--- src/rtl/hack_io_pkg.sv ---
// rtl/hack_io_pkg.sv - shared constants, register decode and defaults for the Hack I/O controller
package hack_io_pkg;

  localparam int DEF_WORD_WIDTH    = 16;
  localparam int DEF_ADDRESS_WIDTH = 15;
  localparam int DEF_BASE_ADDRESS  = 'h6000;
  localparam int DEF_GPIO_PORTS    = 2;
  localparam int DEF_KBD_DEPTH     = 4;
  localparam int DEF_WAIT_CLOCKS   = 2;

  localparam int unsigned OFS_KBD_DATA  = 0;
  localparam int unsigned OFS_KBD_CTRL  = 1;
  localparam int unsigned OFS_GPIO_BASE = 2;

  typedef enum logic [2:0] {
    RK_NONE,
    RK_KBD_DATA,
    RK_KBD_CTRL,
    RK_GPIO_OUT,
    RK_GPIO_DIR
  } reg_kind_e;

  function automatic int kbd_ovf_bit(input int word_width);
    return word_width - 1;
  endfunction

  // GPIO registers come in OUT/DIR pairs, so even offsets are OUT and odd are DIR.
  function automatic reg_kind_e decode_offset(input int unsigned ofs, input int unsigned ports);
    if (ofs == OFS_KBD_DATA) return RK_KBD_DATA;
    if (ofs == OFS_KBD_CTRL) return RK_KBD_CTRL;
    if (ofs < OFS_GPIO_BASE + 2 * ports) return (ofs % 2 == 0) ? RK_GPIO_OUT : RK_GPIO_DIR;
    return RK_NONE;
  endfunction

endpackage

--- src/rtl/hack_io_fifo.sv ---
// rtl/hack_io_fifo.sv - keyboard code FIFO; a pop makes room for a push in the same cycle when full
module hack_io_fifo #(
  parameter int WIDTH = 16,
  parameter int DEPTH = 4
) (
  input  logic                       clk,
  input  logic                       reset_n,
  input  logic                       push,
  input  logic                       pop,
  input  logic [WIDTH-1:0]           wdata,
  output logic                       full,
  output logic                       empty,
  output logic [$clog2(DEPTH):0]     count,
  output logic [WIDTH-1:0]           head
);
  localparam int AW = $clog2(DEPTH);
  localparam int CW = AW + 1;

  logic [WIDTH-1:0] mem_q [DEPTH];
  logic [AW-1:0]    wr_q, rd_q;
  logic [CW-1:0]    count_q;
  logic             do_push, do_pop;

  assign full    = (count_q == CW'(DEPTH));
  assign empty   = (count_q == '0);
  assign do_pop  = pop && !empty;
  assign do_push = push && (!full || do_pop);

  always_ff @(posedge clk) begin
    if (do_push) mem_q[wr_q] <= wdata;
  end

  always_ff @(posedge clk) begin
    if (!reset_n) begin
      wr_q    <= '0;
      rd_q    <= '0;
      count_q <= '0;
    end else begin
      if (do_push) wr_q <= wr_q + AW'(1);
      if (do_pop)  rd_q <= rd_q + AW'(1);
      case ({do_push, do_pop})
        2'b10:   count_q <= count_q + CW'(1);
        2'b01:   count_q <= count_q - CW'(1);
        default: count_q <= count_q;
      endcase
    end
  end

  assign count = count_q;
  assign head  = mem_q[rd_q];

endmodule

--- src/rtl/hack_io_ctrl.sv ---
// rtl/hack_io_ctrl.sv - Hack CPU memory-mapped I/O: keyboard FIFO, GPIO ports and CPU reset sequencer
// Optional HACK_IO_GPIO_SYNC_EN: two-flop synchroniser on gpio_in (2-cycle read latency).
module hack_io_ctrl
  import hack_io_pkg::*;
#(
  parameter int WORD_WIDTH    = DEF_WORD_WIDTH,
  parameter int ADDRESS_WIDTH = DEF_ADDRESS_WIDTH,
  parameter int BASE_ADDRESS  = DEF_BASE_ADDRESS,
  parameter int GPIO_PORTS    = DEF_GPIO_PORTS,
  parameter int KBD_DEPTH     = DEF_KBD_DEPTH,
  parameter int WAIT_CLOCKS   = DEF_WAIT_CLOCKS
) (
  input  logic                             clk,
  input  logic                             reset_n,
  input  logic                             hack_clk_strobe,
  input  logic                             hack_external_reset,
  input  logic [ADDRESS_WIDTH-1:0]         hack_addressM,
  input  logic                             hack_writeM,
  input  logic [WORD_WIDTH-1:0]            hack_outM,
  output logic                             io_hit,
  output logic [WORD_WIDTH-1:0]            io_rdata,
  output logic                             hack_reset,
  input  logic                             kbd_valid,
  input  logic [WORD_WIDTH-1:0]            kbd_data,
  output logic                             kbd_ready,
  output logic [GPIO_PORTS*WORD_WIDTH-1:0] gpio_out,
  output logic [GPIO_PORTS*WORD_WIDTH-1:0] gpio_oe,
  input  logic [GPIO_PORTS*WORD_WIDTH-1:0] gpio_in
);
  localparam int CW      = $clog2(KBD_DEPTH) + 1;
  localparam int GW      = GPIO_PORTS * WORD_WIDTH;
  localparam int OVF_BIT = kbd_ovf_bit(WORD_WIDTH);
  localparam logic [ADDRESS_WIDTH-1:0] BASE_A = ADDRESS_WIDTH'(BASE_ADDRESS);

  logic [ADDRESS_WIDTH-1:0] offset;
  reg_kind_e                kind;
  logic                     reg_wr, kbd_pop, kbd_push;
  logic                     fifo_full, fifo_empty;
  logic [CW-1:0]            fifo_count;
  logic [WORD_WIDTH-1:0]    fifo_head;
  logic                     ovf_q, ovf_d;
  logic [3:0]               wait_q, wait_d;
  logic [GW-1:0]            out_q, dir_q, in_s;

  assign offset = hack_addressM - BASE_A;

  always_comb begin
    kind = RK_NONE;
    if (hack_addressM >= BASE_A) kind = decode_offset(32'(offset), GPIO_PORTS);
  end

  assign io_hit    = (kind != RK_NONE);
  assign reg_wr    = hack_writeM && hack_clk_strobe;
  assign kbd_pop   = reg_wr && (kind == RK_KBD_CTRL);
  // A pop in the same cycle frees a slot, so a full FIFO still accepts the offered code.
  assign kbd_ready = !fifo_full || kbd_pop;
  assign kbd_push  = kbd_valid && kbd_ready && (kbd_data != '0);

  hack_io_fifo #(
    .WIDTH (WORD_WIDTH),
    .DEPTH (KBD_DEPTH)
  ) u_fifo (
    .clk     (clk),
    .reset_n (reset_n),
    .push    (kbd_push),
    .pop     (kbd_pop),
    .wdata   (kbd_data),
    .full    (fifo_full),
    .empty   (fifo_empty),
    .count   (fifo_count),
    .head    (fifo_head)
  );

  always_comb begin
    ovf_d = ovf_q;
    if (kbd_valid && !kbd_ready) ovf_d = 1'b1;
    else if (kbd_pop)            ovf_d = 1'b0;

    wait_d = wait_q;
    if (hack_external_reset)                   wait_d = 4'(WAIT_CLOCKS);
    else if (hack_clk_strobe && wait_q != '0)  wait_d = wait_q - 4'd1;
  end

  always_ff @(posedge clk) begin
    if (!reset_n) begin
      ovf_q  <= 1'b0;
      wait_q <= 4'(WAIT_CLOCKS);
      out_q  <= '0;
      dir_q  <= '0;
    end else begin
      ovf_q  <= ovf_d;
      wait_q <= wait_d;
      if (reg_wr && io_hit) begin
        for (int i = 0; i < GPIO_PORTS; i++) begin
          if (offset == ADDRESS_WIDTH'(OFS_GPIO_BASE + 2 * i))
            out_q[i*WORD_WIDTH +: WORD_WIDTH] <= hack_outM;
          if (offset == ADDRESS_WIDTH'(OFS_GPIO_BASE + 2 * i + 1))
            dir_q[i*WORD_WIDTH +: WORD_WIDTH] <= hack_outM;
        end
      end
    end
  end

`ifdef HACK_IO_GPIO_SYNC_EN
  logic [GW-1:0] sync1_q, sync2_q;

  always_ff @(posedge clk) begin
    if (!reset_n) begin
      sync1_q <= '0;
      sync2_q <= '0;
    end else begin
      sync1_q <= gpio_in;
      sync2_q <= sync1_q;
    end
  end

  assign in_s = sync2_q;
`else
  assign in_s = gpio_in;
`endif

  always_comb begin
    io_rdata = '0;
    case (kind)
      RK_KBD_DATA: io_rdata = fifo_empty ? '0 : fifo_head;
      RK_KBD_CTRL: begin
        io_rdata[OVF_BIT]  = ovf_q;
        io_rdata[CW-1:0]   = fifo_count;
      end
      RK_GPIO_OUT, RK_GPIO_DIR: begin
        for (int i = 0; i < GPIO_PORTS; i++) begin
          if (offset == ADDRESS_WIDTH'(OFS_GPIO_BASE + 2 * i))
            io_rdata = (out_q[i*WORD_WIDTH +: WORD_WIDTH] & dir_q[i*WORD_WIDTH +: WORD_WIDTH])
                     | (in_s[i*WORD_WIDTH +: WORD_WIDTH] & ~dir_q[i*WORD_WIDTH +: WORD_WIDTH]);
          if (offset == ADDRESS_WIDTH'(OFS_GPIO_BASE + 2 * i + 1))
            io_rdata = dir_q[i*WORD_WIDTH +: WORD_WIDTH];
        end
      end
      default: io_rdata = '0;
    endcase
  end

  assign hack_reset = !reset_n || hack_external_reset || (wait_q != '0);
  assign gpio_out   = out_q;
  assign gpio_oe    = dir_q;

endmodule

--- config.mk ---
export PLATFORM = sky130hd
export DESIGN_NAME = hack_io_ctrl
export DESIGN_NICKNAME = d
export VERILOG_FILES = /design/src/rtl/hack_io_pkg.sv /design/src/rtl/hack_io_fifo.sv /design/src/rtl/hack_io_ctrl.sv
export SDC_FILE = /design/constraint.sdc
export NUM_CORES = 1
export LEC_CHECK = 0
export BUFFER_PORTS_ARGS = -buffer_cell sky130_fd_sc_hd__buf_2
export CAP_MARGIN = 30
export CORE_MARGIN = 2
export CORE_UTILIZATION = 40
export CTS_CLUSTER_SIZE = 25
export DETAILED_ROUTE_END_ITERATION = 8
export PLACE_DENSITY = 0.72
export SYNTH_ARGS = -nofsm -noshare
export SYNTH_HDL_FRONTEND = slang
export SYNTH_SLANG_ARGS = --single-unit
export TNS_END_PERCENT = 5
--- constraint.sdc ---
create_clock -name clk -period 3.3 [get_ports clk]
set_input_delay 0.33 -clock clk [delete_from_list [all_inputs] [get_ports clk]]
set_output_delay 0.33 -clock clk [all_outputs]
set_load 0.05 [all_outputs]
==> reports/metrics.yaml, run 1 <==
path_depth: 8
synth_warnings: 0
cts_root_buf: "clkbuf_16"
ys_top_cells_by_count: "nand2_1 (126), dfxtp_1 (78), edfxtp_1 (64)"
antenna_found_initial: 1
wl_per_cell_um: 18.2
ys.flop_type: "dfxtp_1"
clock_sinks: 142
min_path_type: "in2reg"
worstPathArrival_ns: 2.76
async_reset_ff_share_pct: 0
worst_path_largest_cell_delay_ns: 0.85
gp_congestion: 0.806
cts_tree: "built"
grt-ovfl-total: 0
placementRows: 46
critPathLaunchType: "input pin"
hold_violations: 0
r2r-start: "u_fifo.count[0]"
cts-hold-fix-buffers: 0
r2r_slack_ns: 1.04
htreeDepth: 4
cts_resized: 0
clockBufferDepth: 2
period_share_pct: 93.7
maxSlewHeadroom_pct: 38.5
syn_nets: 702
vdd_drop_max_mv: 0.347
slowest_stage: "or4_1"
final.setup_skew_ns: 0.00684
whs_ns: 0.143
initial_core_util_pct: 40.9
fin_nets: 877
finalSetupViolations: 0
yosysSeqAreaShare_pct: 53.6
drtPass1Iterations: 5
post-dp-hpwl_mm: 13.0
cp-end-kind: "primary output"
cp.required_ns: 2.97
synth_top_cell_by_area: "edfxtp_1"
drive_gt1_share_pct: 31.5
fin_crit_ns: 3.09
reg2reg_to: "u_fifo.count[2]"
synth_most_common_cell: "nand2_1"
dieWidth_um: 131
clkLatencyLatePin_ns: 0.42
crit_chain: "buf_2, ha_1, nor3b_2, nand3_1, or4_1, buf_4, o32ai_1, buf_2"
syn_area_mm2: 0.00650
yosys_register_bits: 142
via_count: 5347
synth_area_leaders: "edfxtp_1 (30%), dfxtp_1 (24%), nand2_1 (7.3%)"
drv_cap: 0
p_leak_nw: 3.28
path_max_fanout: 13
status: "complete, no violations"
core-area_mm2: 0.0159
grt_pass1_vias: 5137
crit_start: "hack_addressM[13]"
synth_cells: 608
max_freq_mhz: 323
pwr_density_cell_mw_per_mm2: 499
ys_types: 47
power.total_mw: 4.12
critPathBufInv: 3
grt_use_total_pct: 21.4
clk_pin_slew_worst_paths_ns: 0.06
cts_setup_buffers: 0
post-route-util_pct: 52.0
rsz0062_at_grt: "no"
worst_slew_pin_slew_ns: 0.922
ant_nets: 0
synth_edf_count: 64
tns_ns: 0
slew_viol_final: 0
drt_iter0_markers: 450
grt_pass1_wl_mm: 28.4
path_class: "in2out"
cp_common_cell: "buf_2"
endpoint: "io_rdata[4]"
r2r_cells: 10
die-height_um: 131
viasPerCell: 5.28
syn_area_per_cell_um2: 10.7
die-area_mm2: 0.0173
path_delay_family: "simple AND/OR/NAND/NOR gates"
drc: 0
grt_max_degree: 56
cts_buffers: 17
syn_to_final_growth_pct: 27.0
num_io_pins: 168
routed_wl_mm: 18.5
place.port_buffers: 167
yosysTopAreaCellShare_pct: 29.6
where the power goes:
group          internal (mW)  switching, mW
registers               1.88         0.0141
logic                  0.107          0.160
clock network           1.21          0.742
total                   3.20          0.916
cells in the final DEF, fill, tap and decap left out, types with 5 or more instances in the layout:
cell / n
mux2i_1: 37
dfxtp_1: 78
edfxtp_1: 64
nand2b_1: 8
nor2b_1: 13
nor3b_1: 14
o211ai_1: 5
o32a_1: 13
inv_1: 23
a21oi_1: 55
buf_2: 167
nor2_1: 30
ha_1: 8
clkbuf_16: 17
o32ai_1: 11
a211oi_1: 16
nor4_1: 5
nand2_1: 126
mux4_2: 16
buf_4: 24
metal layers:
layer	global-route usage [%]	routed length (um)	up-vias	part of all wire (%)
met4	7.79	403	0	2.2
met1	27.9	7990	2543	43
met2	35.4	8840	215	48
met5	0	0	-	0
met3	4.55	1240	35	6.7
li1	-	-	2554	-
through the flow:
stage / area, um^2 / worst slack [ns] / std cells
after floorplan: 6520 / 0.0245 / 608
after global placement: 7640 / 0.262 / 980
after detailed placement: 7640 / 0.224 / 980
after CTS: 8250 / 0.221 / 1012
after global routing: 8250 / 0.101 / 1013
final: 8250 / 0.206 / 1013
worst min-delay path by stage:
stage | start | to | slack (ns) | depth (start not counted)
4_1_cts | kbd_data[12] | u_fifo.mem_q[2][12] | 0.13 | 1
3_3_place_gp | gpio_out[18] | gpio_out[18] | 0.46 | 2
3_5_place_dp | gpio_out[2] | gpio_out[2] | 0.46 | 2
5_1_grt | kbd_data[11] | u_fifo.mem_q[1][11] | 0.13 | 1
2_1_floorplan | kbd_data[0] | u_fifo.mem_q[0][0] | 0.43 | 0
6_report | kbd_data[12] | u_fifo.mem_q[2][12] | 0.14 | 1
cell families (layout without fill, tap and decap cells):
group	Yosys count	in the layout	synth area share, %
AO/OA/AOI/OAI	110	110	11.3
adder cells (fa/ha/maj)	9	9	1.85
other	0	1	0
flip-flops	142	142	53.6
buffers and inverters	60	248	3.89
XOR/XNOR	6	6	0.809
AND/OR/NAND/NOR	228	228	17.3
multiplexers	53	53	11.2
flip-flops by register name (all words and copies together), names as in the netlist, named ones only:
register / flops
wait_q: 4
gpio_out: 32
u_fifo.count: 3
u_fifo.wr_q: 2
ovf_q: 1
u_fifo.mem_q: 64
u_fifo.rd_q: 2
gpio_oe: 32
area by class of cell:
class,instances,area [um^2]
antenna,1,2.50
clock buffer,19,443
clock inverter,13,164
fill,1442,7630
inverter,25,93.8
multi-input combinational,406,2780
sequential,142,3480
tap,216,270
timing repair buffer,191,1020
(Power assumes the default switching activity.)
==> inputs of run 2 (changes only) <==
--- a/config.mk
+++ b/config.mk
@@ -5,7 +5,7 @@
 export SDC_FILE = /design/constraint.sdc
 export NUM_CORES = 1
 export LEC_CHECK = 0
-export BUFFER_PORTS_ARGS = -buffer_cell sky130_fd_sc_hd__buf_2
+export BUFFER_PORTS_ARGS = -buffer_cell sky130_fd_sc_hd__buf_4
 export CAP_MARGIN = 30
 export CORE_MARGIN = 2
 export CORE_UTILIZATION = 40
==> run 2 against run 1 <==
Net effect:
- wire length grew 3.1%
- sequential share of layout area shrank 1.8 points
- cell count shrank 0.69%
- combinational power grew 10%
- register-to-register slack is essentially flat
- die area is the same
- hold slack lost 0.022 ns
- via count grew 0.58%
- clock skew shrank 0.0028 ns
- largest cell class unchanged
- largest power group unchanged
==> reports/metrics.yaml, run 2 (synthesis results as in run 1) <==
cts_tree: "built"
grt_pass1_vias: 5298  # +3.1%
worst_slew_pin_slew_ns: 0.836  # -0.0858 ns
drt_iter0_markers: 398  # -12%
cts_resized: 0  # unchanged
slowest_stage: "or4_1"
wl_per_cell_um: 18.9  # +3.8%
maxSlewHeadroom_pct: 44.3  # +5.7 points
layout_setup_ws_ns: 0.307  # +0.100 ns
rsz0062_at_grt: "no"
diodes: 0  # -1
clk_pin_slew_worst_paths_ns: 0.06  # about the same
clkLatencyLatePin_ns: 0.42  # about the same
pwr_density_cell_mw_per_mm2: 481  # -3.6%
drv_cap: 0  # unchanged
post-dp-hpwl_mm: 13.2  # +1.6%
drive_gt1_share_pct: 31.3  # -0.27 points
hold_violations: 0  # unchanged
num_io_pins: 168  # unchanged
max_freq_mhz: 334  # +3.3%
path_max_fanout: 16  # +3
final.setup_skew_ns: 0.00408  # -0.00277 ns
htreeDepth: 4  # unchanged
path_class: "in2out"
syn_to_final_growth_pct: 32.7
viasPerCell: 5.35  # +1.3%
die-height_um: 131  # unchanged
grt_use_total_pct: 22.4  # +0.96 points
final_area_mm2: 0.00862  # +4.5%
initial_core_util_pct: 40.9  # unchanged
cts-hold-fix-buffers: 0  # unchanged
clock_sinks: 142  # unchanged
top_register: "u_fifo.mem_q"
drc: 0  # unchanged
topRoutingLayerUsed: "met4"
vdd_drop_max_mv: 0.372  # +7.1%
finalSetupViolations: 0  # unchanged
critPathLaunchType: "input pin"
cp-end-kind: "primary output"
via_count: 5378  # +0.58%
final_cell_mix: "buf_4 (185), nand2_1 (126), dfxtp_1 (78)"
status: "complete, no violations"
period_share_pct: 90.7  # -3.0 points
die-area_mm2: 0.0173  # unchanged
place.port_buffers: 167  # unchanged
core-area_mm2: 0.0159  # unchanged
crit_chain: "buf_4, ha_1, nor3b_2, nand3_1, or4_1, buf_4, o32ai_1, buf_4"
cts_buffers: 17  # unchanged
gp_congestion: 0.834  # +3.6%
fin_crit_ns: 2.99  # -0.100 ns
routed_wl_mm: 19.0  # +3.1%
antenna_found_initial: 0  # -1
worstPathArrival_ns: 2.66  # -0.10 ns
final_common_cell: "buf_4"
fin_cells: 1006  # -0.69%
tns_ns: 0  # unchanged
clockBufferDepth: 2  # unchanged
worst_path_largest_cell_delay_ns: 0.56  # -0.29 ns
largest_reg_flops: 64  # unchanged
wl_met2_mm: 9.04  # +2.2%
grt_max_degree: 56  # unchanged
drtPass1Iterations: 5  # unchanged
ant_nets: 0  # unchanged
placed_cell_area_mm2: 0.00802  # +4.9%
met1Wirelength_mm: 8.14  # +1.9%
grt_pass1_wl_mm: 29.9  # +5.2%
p_leak_nw: 3.33  # +1.6%
dieWidth_um: 131  # unchanged
fin_nets: 871  # -0.68%
cp_common_cell: "buf_4"
placementRows: 46  # unchanged
cts_root_buf: "clkbuf_16"
slew_viol_final: 0  # unchanged
cts_setup_buffers: 0  # unchanged
place_inst: 974  # -0.61%
dp_slack_ns: 0.252  # +0.0286 ns
cp.required_ns: 2.97  # about the same
met3_wirelength_mm: 1.40  # +13%
grt-ovfl-total: 0  # unchanged
min_path_type: "in2reg"
==> run 2: cell count changes in the layout (fill, tap and decap cells not counted), sizes merged <==
cell / before / now
buf: 191 / 185
clkbuf: 19 / 18
clkinv: 4 / 8
clkinvlp: 4 / 1
diode: 1 / 0
==> run 2: critical path: cells and delay by family <==
family	cells	cell delay (ns)
AOI/OAI and AO/OA	1	0.24
and+or+nand+nor	3	1.13
buffers and inverters	3	0.64
adders and majority gates	1	0.31
==> run 2: worst paths after layout <==
kind,startpoint,to,slack (ns),depth (start not counted)
setup / recovery,hack_addressM[13],io_rdata[12],0.31,8
hold / removal,kbd_data[9],u_fifo.mem_q[2][9],0.12,1
setup reg to reg,u_fifo.count[0],u_fifo.count[2],1.03,10
hold reg to reg,gpio_out[18],gpio_out[18],0.47,2
==> run 2: power by group <==
part	switching [mW]	internal, mW	total (mW)
Clock	0.744	1.21	1.95
Combinational	0.162	0.133	0.295
Sequential	0.0147	1.88	1.90
Total	0.921	3.22	4.15
==> run 2: metrics by stage <==
| step | power, mW | hold slack [ns] | util, % |
|---|---|---|---|
| 6_report | 4.15 | 0.121 | 54.3 |
| 5_1_grt | 4.28 | 0.107 | 54.3 |
| 3_3_place_gp | 2.22 | 0.461 | 50.5 |
| 4_1_cts | 4.17 | 0.107 | 54.3 |
| 3_5_place_dp | 2.23 | 0.467 | 50.5 |
| 2_1_floorplan | 2.07 | 0.429 | - |
==> run 2: routing by layer <==
metal  up-vias  GRT usage [%]
met3        38           5.75
li1       2538              -
met4         0           7.67
met5         -              0
met2       230           36.4
met1      2572           29.1
==> run 2: cell type report <==
cell class                 count  area [um^2]
fill                        1400         7260
sequential                   142         3480
multi-input combinational    406         2780
timing repair buffer         185         1390
clock buffer                  18          439
tap                          216          270
clock inverter                14          166
inverter                      25         93.8
